==> src/rtl/key_conditioner.sv <==
// key_conditioner: per-key 2-flop sync, debounce and press/release pulses; auto-repeat when KEY_CONDITIONER_REPEAT_EN is defined
module key_conditioner #(
  parameter int NKEYS           = 3,
  parameter int DEBOUNCE_CYCLES = 1_000_000,
  parameter int REPEAT_DELAY    = 25_000_000,
  parameter int REPEAT_PERIOD   = 5_000_000
) (
  input  logic             clk,
  input  logic             sclr,
  input  logic [NKEYS-1:0] key_n,
  output logic [NKEYS-1:0] key_level,
  output logic [NKEYS-1:0] key_press,
  output logic [NKEYS-1:0] key_release
);
  localparam int CW = $clog2(DEBOUNCE_CYCLES + 1);
  if (NKEYS < 1 || DEBOUNCE_CYCLES < 2 || REPEAT_DELAY < 2 || REPEAT_PERIOD < 2)
    $error("key_conditioner: parameter out of range");
  logic [NKEYS-1:0] s1, sync, lvl, acc, fire;
  logic [CW-1:0] cnt [NKEYS];
  // two-flop synchronizer, inverted so 1 means pressed
  always_ff @(posedge clk)
    if (sclr) begin
      s1   <= '0;
      sync <= '0;
    end else begin
      s1   <= ~key_n;
      sync <= s1;
    end
  // acceptance: sync has disagreed with the level for DEBOUNCE_CYCLES samples
  always_comb
    for (int i = 0; i < NKEYS; i++)
      acc[i] = sync[i] != lvl[i] && cnt[i] == CW'(DEBOUNCE_CYCLES - 1);
  // debounce counters restart on any agreement, so bounces never accumulate
  always_ff @(posedge clk)
    for (int i = 0; i < NKEYS; i++)
      cnt[i] <= sclr || sync[i] == lvl[i] || acc[i] ? '0 : cnt[i] + 1'b1;
  // internal debounced level, one cycle ahead of the registered output
  always_ff @(posedge clk)
    lvl <= sclr ? '0 : lvl ^ acc;
`ifdef KEY_CONDITIONER_REPEAT_EN
  localparam int RM = REPEAT_DELAY > REPEAT_PERIOD ? REPEAT_DELAY : REPEAT_PERIOD;
  localparam int RW = $clog2(RM + 1);
  logic [RW-1:0] rcnt [NKEYS];
  logic [NKEYS-1:0] rep;
  // first repeat waits REPEAT_DELAY after the press pulse, later ones REPEAT_PERIOD
  always_comb
    for (int i = 0; i < NKEYS; i++)
      fire[i] = key_level[i] && rcnt[i] == (rep[i] ? RW'(REPEAT_PERIOD - 1) : RW'(REPEAT_DELAY - 1));
  // repeat counters run only while the key is held and accepted
  always_ff @(posedge clk)
    for (int i = 0; i < NKEYS; i++) begin
      rcnt[i] <= sclr || !key_level[i] || !lvl[i] || fire[i] ? '0 : rcnt[i] + 1'b1;
      rep[i]  <= sclr || !key_level[i] || !lvl[i] ? 1'b0 : rep[i] | fire[i];
    end
`else
  assign fire = '0;
`endif
  // registered outputs; press and release are edges of the internal level
  always_ff @(posedge clk)
    if (sclr) begin
      key_level   <= '0;
      key_press   <= '0;
      key_release <= '0;
    end else begin
      key_level   <= lvl;
      key_press   <= lvl & (~key_level | fire);
      key_release <= ~lvl & key_level;
    end
endmodule

==> config.mk <==
export PLATFORM = sky130hd
export DESIGN_NAME = key_conditioner
export DESIGN_NICKNAME = d
export VERILOG_FILES = /design/src/rtl/key_conditioner.sv
export SDC_FILE = /design/constraint.sdc
export NUM_CORES = 1
export LEC_CHECK = 0
export BUFFER_PORTS_ARGS = -buffer_cell sky130_fd_sc_hd__buf_2
export CORE_ASPECT_RATIO = 0.9
export CORE_UTILIZATION = 60
export CTS_CLUSTER_SIZE = 16
export DETAILED_ROUTE_END_ITERATION = 10
export GPL_TIMING_DRIVEN = 0
export HOLD_SLACK_MARGIN = 0.08
export PLACE_DENSITY = 0.84
export SKIP_LAST_GASP = 1
export SLEW_MARGIN = 0
export SYNTH_ARGS = -nofsm -noshare
export SYNTH_HDL_FRONTEND = slang
export SYNTH_SLANG_ARGS = --single-unit
==> constraint.sdc <==
create_clock -name clk -period 2.2 [get_ports clk]
set_input_delay 0.44 -clock clk [delete_from_list [all_inputs] [get_ports clk]]
set_output_delay 0.44 -clock clk [all_outputs]
set_load 0.03 [all_outputs]
==> results.txt, run 1 <==
Across every metal layer, demand over resource in global routing totals 24.2%. In the final layout, the multi-input gates occupy 1650 µm². In this run the tightest slew margin relative to its limit is 66.1%. Counting every net in the synthesized netlist gives 369. Final routed DRC violation total: 0. Cells fill 69.9% of the core in the end. The count of placed standard cells including taps is 441.

The total power per unit cell area is 691 nW/µm², and the hold buffer count at CTS is 0. The largest net degree at the start of global routing was 15; the post-layout instance area was 3650 µm². TritonCTS created 9 clock buffers. The clock transition at the registers of the reported paths is 80 ps. In the finished design, the share of the clock period the worst path needs comes to 96.0%. In this run, synthesis inferred 0 flip-flops with an integrated enable. The final setup slack of the worst path is 87.8 ps. In the synthesized netlist the dominant register cell turns out to be sky130_fd_sc_hd__dfxtp_1.

The signal on the critical path passes through or4_1 > or4_4 > o21ai_4 > buf_4 > nor2_1. The startpoint class of the critical path is a flip-flop. The total overflow left after global routing is 0.

Measured along the y axis, the die boundary spans 71.9 µm. Summed over all nets, the half-perimeter wirelength after detailed placement is 4240 µm. Setup repair after global routing left no endpoint under its margin. Buffers placed on the I/O ports in this run total 13.

The number of rows created at floorplan was 25. TritonCTS built the clock tree. The clock sink total was 78; the total die area was 5720 µm².

After floorplanning, the core was sized to cover 5220 µm². Class of the worst hold path: input pin to flip-flop. The max-slew violation count is 0.

The latest clock arrival within the worst-skew pair is 360 ps, and the count of unique library cells instantiated by Yosys is 34. The minimum clock period is 2110 ps, and the share of the yosys chip area belonging to registers is 48.0%. The cell class contributing the biggest share of worst-path delay was simple AND/OR/NAND/NOR gates. From left edge to right edge, the die measures 79.6 µm. The top-level port count was 14; the reported max-cap violation count was 0. The root buffer cell chosen for the clock tree is sky130_fd_sc_hd__clkbuf_8.

The startpoint-to-endpoint class of the critical path is flip-flop to flip-flop. Initial antenna violation count: 0. Post-layout net count: 396.

Excluding fillers, the count of instances in the completed layout stands at 460. The first global-routing pass estimated 10600 µm of wire. The run gives 2488 as the via count of the first global-routing pass. Across all hold checks on the routed design, the worst slack comes to 245 ps. The total of flip-flops plus latches after synthesis works out to 78.

In the routed layout, each cell is associated on average with a via count of 5.90. The critical path's slowest cell was sky130_fd_sc_hd__or4_1. The required time at the endpoint of the critical path is 2450 ps.

The number of buffer and inverter stages on the critical path was 1; the area growth from synthesis to final layout was 12.2%. Summing all placed instances gives a cell area of 3400 µm². The total of warnings raised by yosys was 0. The run gives 2360 ps as the critical path arrival. The tools report the maximum clock frequency as 473 MHz.

Endpoint type of the worst setup path: a flip-flop. Of the cells placed in the final design, the portion with a size suffix greater than 1 is 11.2%. Leaving out fill and tap cells, the most frequent cell in the layout is sky130_fd_sc_hd__dfxtp_1. Overall power consumption after layout is estimated at 2.52 mW. The total detailed-routing wirelength came out at 6400 µm. For the final routed database, the setup TNS stands at 0 ps.

For the count of routing violations after the opening detailed-route iteration, the log shows 127. In the synthesized netlist, the number of instances is 361. The pre-antenna-repair detailed-routing pass consisted of 4 iterations.

Once detail routing completed, the nets flagged for antenna violations numbered 0. The clock passes through at most 2 buffers. The cell leakage power was 1.10 nW; the netlist area before placement was 3250 µm². The repair_antennas step left the layout with diodes totalling 0. The run gives -164 ps as the pre-CTS worst setup slack. Registers take 1560 µm². Detailed routing inserted a total of 2712 vias. The synthesized area per cell was 9.01 µm².

The average wire per cell in the routed design came out at 13.9 µm. The H-tree generated during clock tree synthesis spans 3 levels. The top cell types in the final layout, fill and taps aside, are sky130_fd_sc_hd__dfxtp_1, sky130_fd_sc_hd__nor2_1, sky130_fd_sc_hd__a21oi_1. In the synthesized netlist the async set-or-reset flop fraction comes to 0%. The setup-violating endpoint count in the final report is 0. The worst setup skew after layout was 12.0 ps; the actual transition at the worst max-transition pin was 501 ps.

Counting the fill cells in the layout gives 388. The run gives 0.797 as the final weighted congestion in routability-driven placement. The flow ran to the end, and the final reports show no timing, DRC or antenna violations.

The initial utilization of the core area, before any placement, comes to 62.3%. The largest single stage delay on the critical path is 570 ps. IR analysis of the VDD net gives a maximum drop of 0.530 mV.

Final hold violation count: 0. Of all nets on the critical path, the largest fanout is 10.
final timing paths:
path	startpoint	end	slack, ps	cells past startpoint
hold reg to reg	key_level[0]	key_press[0]	440	1
setup / recovery	cnt[0][26]	cnt[0][29]	90	5
hold / removal	key_n[1]	s1[1]	240	2
setup reg to reg	cnt[0][26]	cnt[0][29]	90	5
repair_timing:
item,in CTS,in global routing
buffers inserted,0,3
gates resized for setup,2,3
endpoints found under the hold margin,0,0
setup endpoints to repair,20,30
pin swaps,0,1
gates cloned,0,0
synthesized netlist by cell type, types with 3 or more instances:
library cell | instances | area, µm²
sky130_fd_sc_hd__nand4_1 | 14 | 87.6
sky130_fd_sc_hd__o31ai_1 | 10 | 75.1
sky130_fd_sc_hd__inv_1 | 9 | 33.8
sky130_fd_sc_hd__nor3b_1 | 3 | 22.5
sky130_fd_sc_hd__nor2_1 | 48 | 180
sky130_fd_sc_hd__nand2_1 | 19 | 71.3
sky130_fd_sc_hd__a21oi_1 | 23 | 115
sky130_fd_sc_hd__buf_2 | 3 | 15.0
sky130_fd_sc_hd__and4_1 | 5 | 43.8
sky130_fd_sc_hd__dfxtp_1 | 78 | 1560
sky130_fd_sc_hd__o21ai_0 | 13 | 65.1
sky130_fd_sc_hd__nand4bb_1 | 3 | 33.8
sky130_fd_sc_hd__nand3_1 | 22 | 110
sky130_fd_sc_hd__ha_1 | 3 | 37.5
sky130_fd_sc_hd__clkbuf_1 | 4 | 15.0
sky130_fd_sc_hd__nor4_1 | 7 | 43.8
sky130_fd_sc_hd__nor2b_1 | 9 | 56.3
sky130_fd_sc_hd__nor3_1 | 7 | 35.0
sky130_fd_sc_hd__xnor2_1 | 22 | 193
sky130_fd_sc_hd__nor4b_1 | 5 | 43.8
sky130_fd_sc_hd__or3_1 | 11 | 68.8
sky130_fd_sc_hd__or4_1 | 12 | 90.1
sky130_fd_sc_hd__xor2_1 | 15 | 131
area by class of cell:
type	instances	share of cell area (%)
clock buffer	10	3.49
inverter	9	0.925
timing repair buffer	16	2.40
tap	67	2.30
multi-input combinational	265	45.0
clock inverter	6	1.95
sequential	78	42.8
buffer	9	1.13
sequential cells by signal (all words and copies together), names as in the netlist, named ones only:
name	count
key_press	3
key_release	3
sync	3
key_level	3
cnt	60
s1	3
metal layers:
layer / vias to the layer above / part of all wire (%) / track usage (%)
met5: - / 0 / 0
met4: 0 / 1.6 / 10.7
met3: 10 / 4.2 / 9.17
met2: 52 / 47 / 38.6
met1: 1296 / 47 / 28.9
li1: 1354 / - / -
kinds of logic (layout without fill, tap and decap cells):
kind of cell    Yosys count  after routing  synth area share [%]
simple gates            176            176                  29.9
flops                    78             78                  48.0
buf+inv                  18             50                  2.31
fa+ha+maj                 3              3                  1.15
xor+xnor                 37             37                  9.96
compound gates           49             49                  8.65
power by group:
part	switching [mW]	internal, mW	leakage [nW]
registers	0.00400	1.42	0.629
logic	0.0216	0.0122	0.381
clock network	0.535	0.532	0.0931
total	0.561	1.96	1.10
(Power assumes the default switching activity.)
==> run 2, diff against run 1 <==
Settings changed: RECOVER_POWER from default to 25.
==> results.txt, run 2 (synthesis results as in run 1) <==
The flow ran to the end, and the final reports show no timing, DRC or antenna violations. For the worst setup path, the data arrival time is 2360 ps. For the final routed DRC violation total, the log shows 0.

The path depth of the worst reg2reg path came out at 5. In this run the tool buffered the top-level ports with 13 buffer cells. The area growth from synthesis to final layout was 12.1%. The tools report the setup-violating endpoint count in the final report as 0. Setup repair after global routing left no endpoint under its margin. The switching portion of total power was 22.2%. Clock-pin slew was measured on the worst setup and hold paths at 80 ps. In the final timing run, aggregate negative setup slack is 0 ps.

Summed over all cells, the static leakage comes to 1.09 nW. The region available for standard cell placement spans 5220 µm². The H-tree was split into 3 levels. For hold timing, the worst endpoint is s1[1]. The largest net degree at the start of global routing was 15. After the first detailed-routing iteration, the DRC count stood at 117. The internal power was 1.96 mW; the final antenna-violating net count was 0. The run gives 42.3% as the share of power burned in the clock network. No sink is reached through more buffers than the 2 on the longest clock path. TritonCTS built the clock tree. The startpoint-to-endpoint class of the critical path was flip-flop to flip-flop. In this run, the combinational gates consume 1.3% of the power.

The startpoint identified for the worst register-to-register timing path is cnt[0][26]. The destination of the worst register-to-register timing path was cnt[0][29]. The slowest stage of the critical path is the sky130_fd_sc_hd__or4_1 cell. For the combined global-route utilization of all metal layers, the log shows 24.2%. Counting flops per register, the top entry is cnt. Clock latency on the worst-skew pair, taken at its later pin, is 360 ps. Based on the critical path, the design can be clocked at up to 473 MHz. The max-slew violation count is 0. The hold buffer count at CTS came out at 0.

Walking the worst path, the cells encountered are or4_1 > or4_4 > o21ai_4 > buf_4 > nor2_1. In the layout the commonest cells are sky130_fd_sc_hd__dfxtp_1, sky130_fd_sc_hd__nor2_1, sky130_fd_sc_hd__a21oi_1. The run gives 62.3% as the starting density of the core. Summed over all layers, the routed wires come to 6400 µm. The class of the worst hold path is input pin to flip-flop.

Excluding fillers, the count of instances in the completed layout stands at 460. Counting tap cells, the placed design contains a total of 441 instances. The cell chosen for the clock root was sky130_fd_sc_hd__clkbuf_8. The share of cells above drive strength 1 works out to 10.2%. The maximum fanout along the worst path came out at 10. The die is 71.9 µm tall.

The actual transition at the worst max-transition pin works out to 516 ps. Before antenna repair, the detailed router went through 4 iterations. The logs give 90 ps for the reg2reg setup slack and 2450 ps for the required time at the endpoint of the critical path.

The minimum clock period is 2110 ps, and the detailed-placement wirelength estimate is 4240 µm. The worst setup path is launched from a flip-flop. Across the VDD grid, the largest voltage drop is 0.528 mV.

The number of buffers inserted during clock tree synthesis was 9. Sequential cells burn 56.4% of the power. On the worst path, the slowest cell contributes a delay of 570 ps. The via density per instance is 5.89. For the initial antenna violation count, the log shows 0. The worst setup path is captured at a flip-flop. The via count is 2710.

The tools report the reported max-cap violation count as 0. The logs give 2488 for the via count of the first global-routing pass and 14 for the top-level port count. The die covers 5720 µm². At the end of routability-driven placement, the weighted congestion stood at 0.797. The clock net in this run drives a total of 78 sinks. In this run the horizontal extent of the chip is 79.6 µm. The post-layout net count is 396. The register with the most flip-flops in the layout has 60 of them. Hold timing on the final database bottoms out at a slack of 245 ps.

The launch instance of the worst min-delay path was key_n[1]. The net switching component of the power came out at 559 µW. Headroom to the max-slew limit came out at 65.1%.

Counting the fill cells in the layout gives 392. The logs give 0 for the final hold violation count and 11.8 ps for the worst setup skew after layout. Dividing the detail-routed wire length by the instance count gives 13.9 µm. For this run the aggregate overflow at the end of global routing stands at 0. For this design the ratio of total power to cell area is 691 nW/µm². The library cell used most frequently in the layout, excluding fill and tap cells, is sky130_fd_sc_hd__dfxtp_1.

Row generation in the floorplan step produced 25 rows. The worst path uses 96.0% of the clock period. Number of antenna diodes: 0. The first global-routing pass estimated 10600 µm of wire. The worst hold path was traced through 2 stages.
[run 2: cell count changes in the layout (fill, tap and decap cells not counted)]
cell / previous run / this run
sky130_fd_sc_hd__buf_1: 1 / 0
sky130_fd_sc_hd__clkbuf_1: 5 / 10
sky130_fd_sc_hd__buf_2: 16 / 12
[run 2: critical path: cells and delay by family, from the launching register on]
kind / cells / cell delay, ps
AND/OR/NAND/NOR: 3 / 1200
AO/OA/AOI/OAI: 1 / 230
flip-flops: 1 / 370
buffers and inverters: 1 / 210
[run 2: worst max path at each step]
stage | start | to | slack [ps] | cells past startpoint
2_1_floorplan | cnt[0][26] | cnt[0][31] | 230 | 5
3_3_place_gp | cnt[0][42] | cnt[0][47] | -170 | 6
3_5_place_dp | cnt[0][42] | cnt[0][47] | -160 | 6
4_1_cts | cnt[0][42] | cnt[0][47] | 20 | 6
5_1_grt | cnt[0][42] | cnt[0][47] | 20 | 6
6_report | cnt[0][26] | cnt[0][29] | 90 | 5
[run 2: power groups by stage]
stage / registers, mW / logic (mW) / clock network [mW]
4_1_cts: 1.42 / 0.0306 / 1.09
2_1_floorplan: 1.45 / 0.0193 / 0
6_report: 1.42 / 0.0336 / 1.06
3_5_place_dp: 1.45 / 0.0301 / 0
5_1_grt: 1.42 / 0.0371 / 1.14
3_3_place_gp: 1.45 / 0.0295 / 0
[run 2: layer usage]
metal	GRT usage (%)	vias to the layer above	wire, µm
met2	38.6	51	2990
met3	9.17	12	253
li1	-	1352	-
met1	28.9	1295	3040
met5	0	-	0
met4	10.7	0	124
[run 2: cell type report]
class,instances,area (µm²),area share [%]
Timing Repair Buffer,16,82.6,2.26
Clock buffer,10,128,3.50
Buffer,9,41.3,1.13
Multi-Input combinational cell,265,1650,45.1
Inverter,9,33.8,0.926
Sequential cell,78,1560,42.8
Tap cell,67,83.8,2.30
Clock inverter,6,71.3,1.96
[run 2: per-stage QoR]
step           cell area [µm²]  utilization (%)  total power [mW]  worst slack, ps
4_1_cts                   3610             69.1              2.54             18.9
5_1_grt                   3650             69.8              2.60             17.8
3_5_place_dp              3400             65.1              1.48             -164
3_3_place_gp              3400             65.1              1.48             -166
6_report                  3650             69.8              2.52             87.7
2_1_floorplan             3250                -              1.47              233
[run 2: what timing repair did]
item / 4_1_cts / 5_1_grt
setup buffers: 0 / 3
resized for setup: 2 / 3
setup endpoints to repair: 20 / 30
pin swaps: 0 / 1
==> run 3, diff against run 2 <==
Settings changed: CTS_BUF_LIST from default to sky130_fd_sc_hd__clkbuf_4 sky130_fd_sc_hd__clkbuf_8 sky130_fd_sc_hd__clkbuf_16, MAX_ROUTING_LAYER from default to met4.
==> results.txt, run 3 (synthesis results as in run 1) <==
Of all nets on the critical path, the largest fanout is 10. Clock tree synthesis found a total of 78 sinks. The critical path is of the flip-flop to flip-flop type.

The signal on the critical path passes through or4_1 > or4_4 > o21ai_4 > buf_4 > nor2_1. The worst hold path belongs to the class input pin to flip-flop. The maximum clock frequency is 477 MHz.

The final critical-path share of the clock period came out at 95.3%. Delay of the slowest critical-path stage: 570 ps. In this run the worst setup path terminates at cnt[0][29]. For the final antenna-violating net count, the log shows 0.

The tools report the launching instance or port of the critical path as cnt[0][26]. The run gives 4 as the detailed-routing iteration count for the pre-antenna-repair pass. The run finished with clean final reports.

The cell leakage power is 1.09 nW, and the vertical die dimension is 71.9 µm. The destination of the worst register-to-register timing path was cnt[0][29]. The run gives 0 as the initial antenna violation count. The cell chosen for the clock root is sky130_fd_sc_hd__clkbuf_8.

Routability-driven placement finished with a final weighted congestion of 0.808. The worst setup path is launched from a flip-flop. The worst path needs 2100 ps of the cycle, external delays included. The design draws 2.53 mW. In the final layout, the share of cells above drive strength 1 is 10.4%.

The largest register by flop count is cnt. The layout filler cell count is 391. The path depth of the worst reg2reg path came out at 5. Power spread over the standard cell area amounts to 693 nW/µm².

The finished layout holds 460 standard cells, fillers aside. The logs give 0 for the setup-violating endpoint count in the final report and 0 for the max-slew violation count. Among all stages on the critical path, the largest delay is contributed by sky130_fd_sc_hd__or4_1. The via density per instance is 5.90, and the area growth from synthesis to final layout is 12.2%. The first global-routing pass estimated 10600 µm of wire. The die is 79.6 µm wide.

The tool flagged a number of max-cap violations equal to 0. The total placed instance area was 3400 µm²; the average wire per cell in the routed design was 13.9 µm. The worst register-to-register path has a setup slack of 100 ps. After the first detailed-routing iteration, the DRC count stood at 140.

The tools report the number of antenna diodes as 0. Setup repair after global routing left no endpoint under its margin. In this run the count of I/O pins placed on the die edge is 14. In the layout the commonest cells are sky130_fd_sc_hd__dfxtp_1, sky130_fd_sc_hd__nor2_1, sky130_fd_sc_hd__a21oi_1. The final layout contains routed wiring with a total length of 6380 µm. Once the floorplan was initialized, standard cells occupied 62.3% of the core.

After the last flow step, the layout net total stands at 396. The number of flip-flops in the largest register is 60. The startpoint identified for the worst hold timing path is key_n[1]. The logs give 2450 ps for the required time at the endpoint of the critical path and 25.0% for the combined global-route utilization of all metal layers. The via count is 2715, and the largest net degree at the start of global routing is 15. Leaving out fill and tap cells, the most frequent cell in the layout is sky130_fd_sc_hd__dfxtp_1.

Clock tree synthesis inserted a total of 9 buffers. The H-tree was split into 3 levels. The logs give 0 for the final hold violation count and 0.527 mV for the worst IR drop on VDD. During placement, the flow inserted port buffers numbering 13. Summed over all layers, the global routing overflow is 0. The cell family contributing the most delay on the critical path is simple AND/OR/NAND/NOR gates. The tools report the endpoint type of the worst setup path as a flip-flop.

The actual transition at the worst max-transition pin is 473 ps, and the detailed-placement wirelength estimate is 4240 µm. Across the routed clock network, the largest skew measured is 10.2 ps. TritonCTS built the clock tree. Origin of the critical flop-to-flop path: cnt[0][26]. Cells fill 69.9% of the core in the end. In the routed design, unresolved DRC markers number 0. The latest clock arrival within the worst-skew pair is 350 ps, and the area of the core is 5220 µm².

The clock tree buffer depth came out at 2. The worst pin sits at a relative slew slack of 68.0%. The number of rows created at floorplan is 25, and the critical path arrival is 2340 ps. The finished cells cover 3650 µm². The total number of cells along the worst setup path is 5. The clock transition at the registers of the reported paths was 80 ps; the via count of the first global-routing pass was 2482. Counting tap cells, the placed design contains a total of 441 instances. The number of buffer and inverter stages on the critical path works out to 1.

The die covers 5720 µm².
## run 3: cell counts in the layout (fill, tap and decap cells not counted)
No cell type changed its count.
## run 3: repair_timing
item                       in CTS  in global routing
hold buffers                    0                  0
resized for setup               2                  3
buffers inserted                0                  3
setup endpoints to repair      20                 30
pin swaps                       0                  1
## run 3: layer usage
layer / vias to the layer above / GRT usage (%) / share of wire, %
met5: - / - / 0
met4: 0 / 10.7 / 1.6
met3: 15 / 9.55 / 4.4
met2: 63 / 38.6 / 46
met1: 1284 / 28.8 / 48
li1: 1353 / - / -
## run 3: power by group
part           internal (mW)  total, mW  switching, mW  leakage, nW
Clock                  0.544       1.08          0.531       0.0965
Sequential              1.42       1.42        0.00412        0.629
Combinational         0.0119     0.0335         0.0216        0.365
Total                   1.97       2.53          0.557         1.09
## run 3: final cells by class
cell class	count	area, µm²	area share (%)
Buffer	9	41.3	1.13
Clock inverter	6	71.3	1.95
Timing Repair Buffer	16	82.6	2.26
Inverter	9	33.8	0.925
Sequential cell	78	1560	42.8
Tap cell	67	83.8	2.30
Clock buffer	10	131	3.60
Multi-Input combinational cell	265	1650	45.1
## run 3: worst min-delay path by stage
stage / to / slack (ps) / cells after the start
2_1_floorplan: sync[0] / 410 / 1
3_3_place_gp: sync[1] / 420 / 1
3_5_place_dp: key_press[1] / 430 / 1
4_1_cts: s1[1] / 230 / 2
5_1_grt: s1[0] / 220 / 2
6_report: s1[1] / 250 / 2
## run 3: stage by stage
step	hold slack [ps]	setup WS (ps)	setup TNS [ps]
after floorplan	414	233	0
after global placement	417	-166	-2150
after detailed placement	434	-164	-2380
after CTS	233	18.9	0
after global routing	216	23.3	0
final	245	103	0
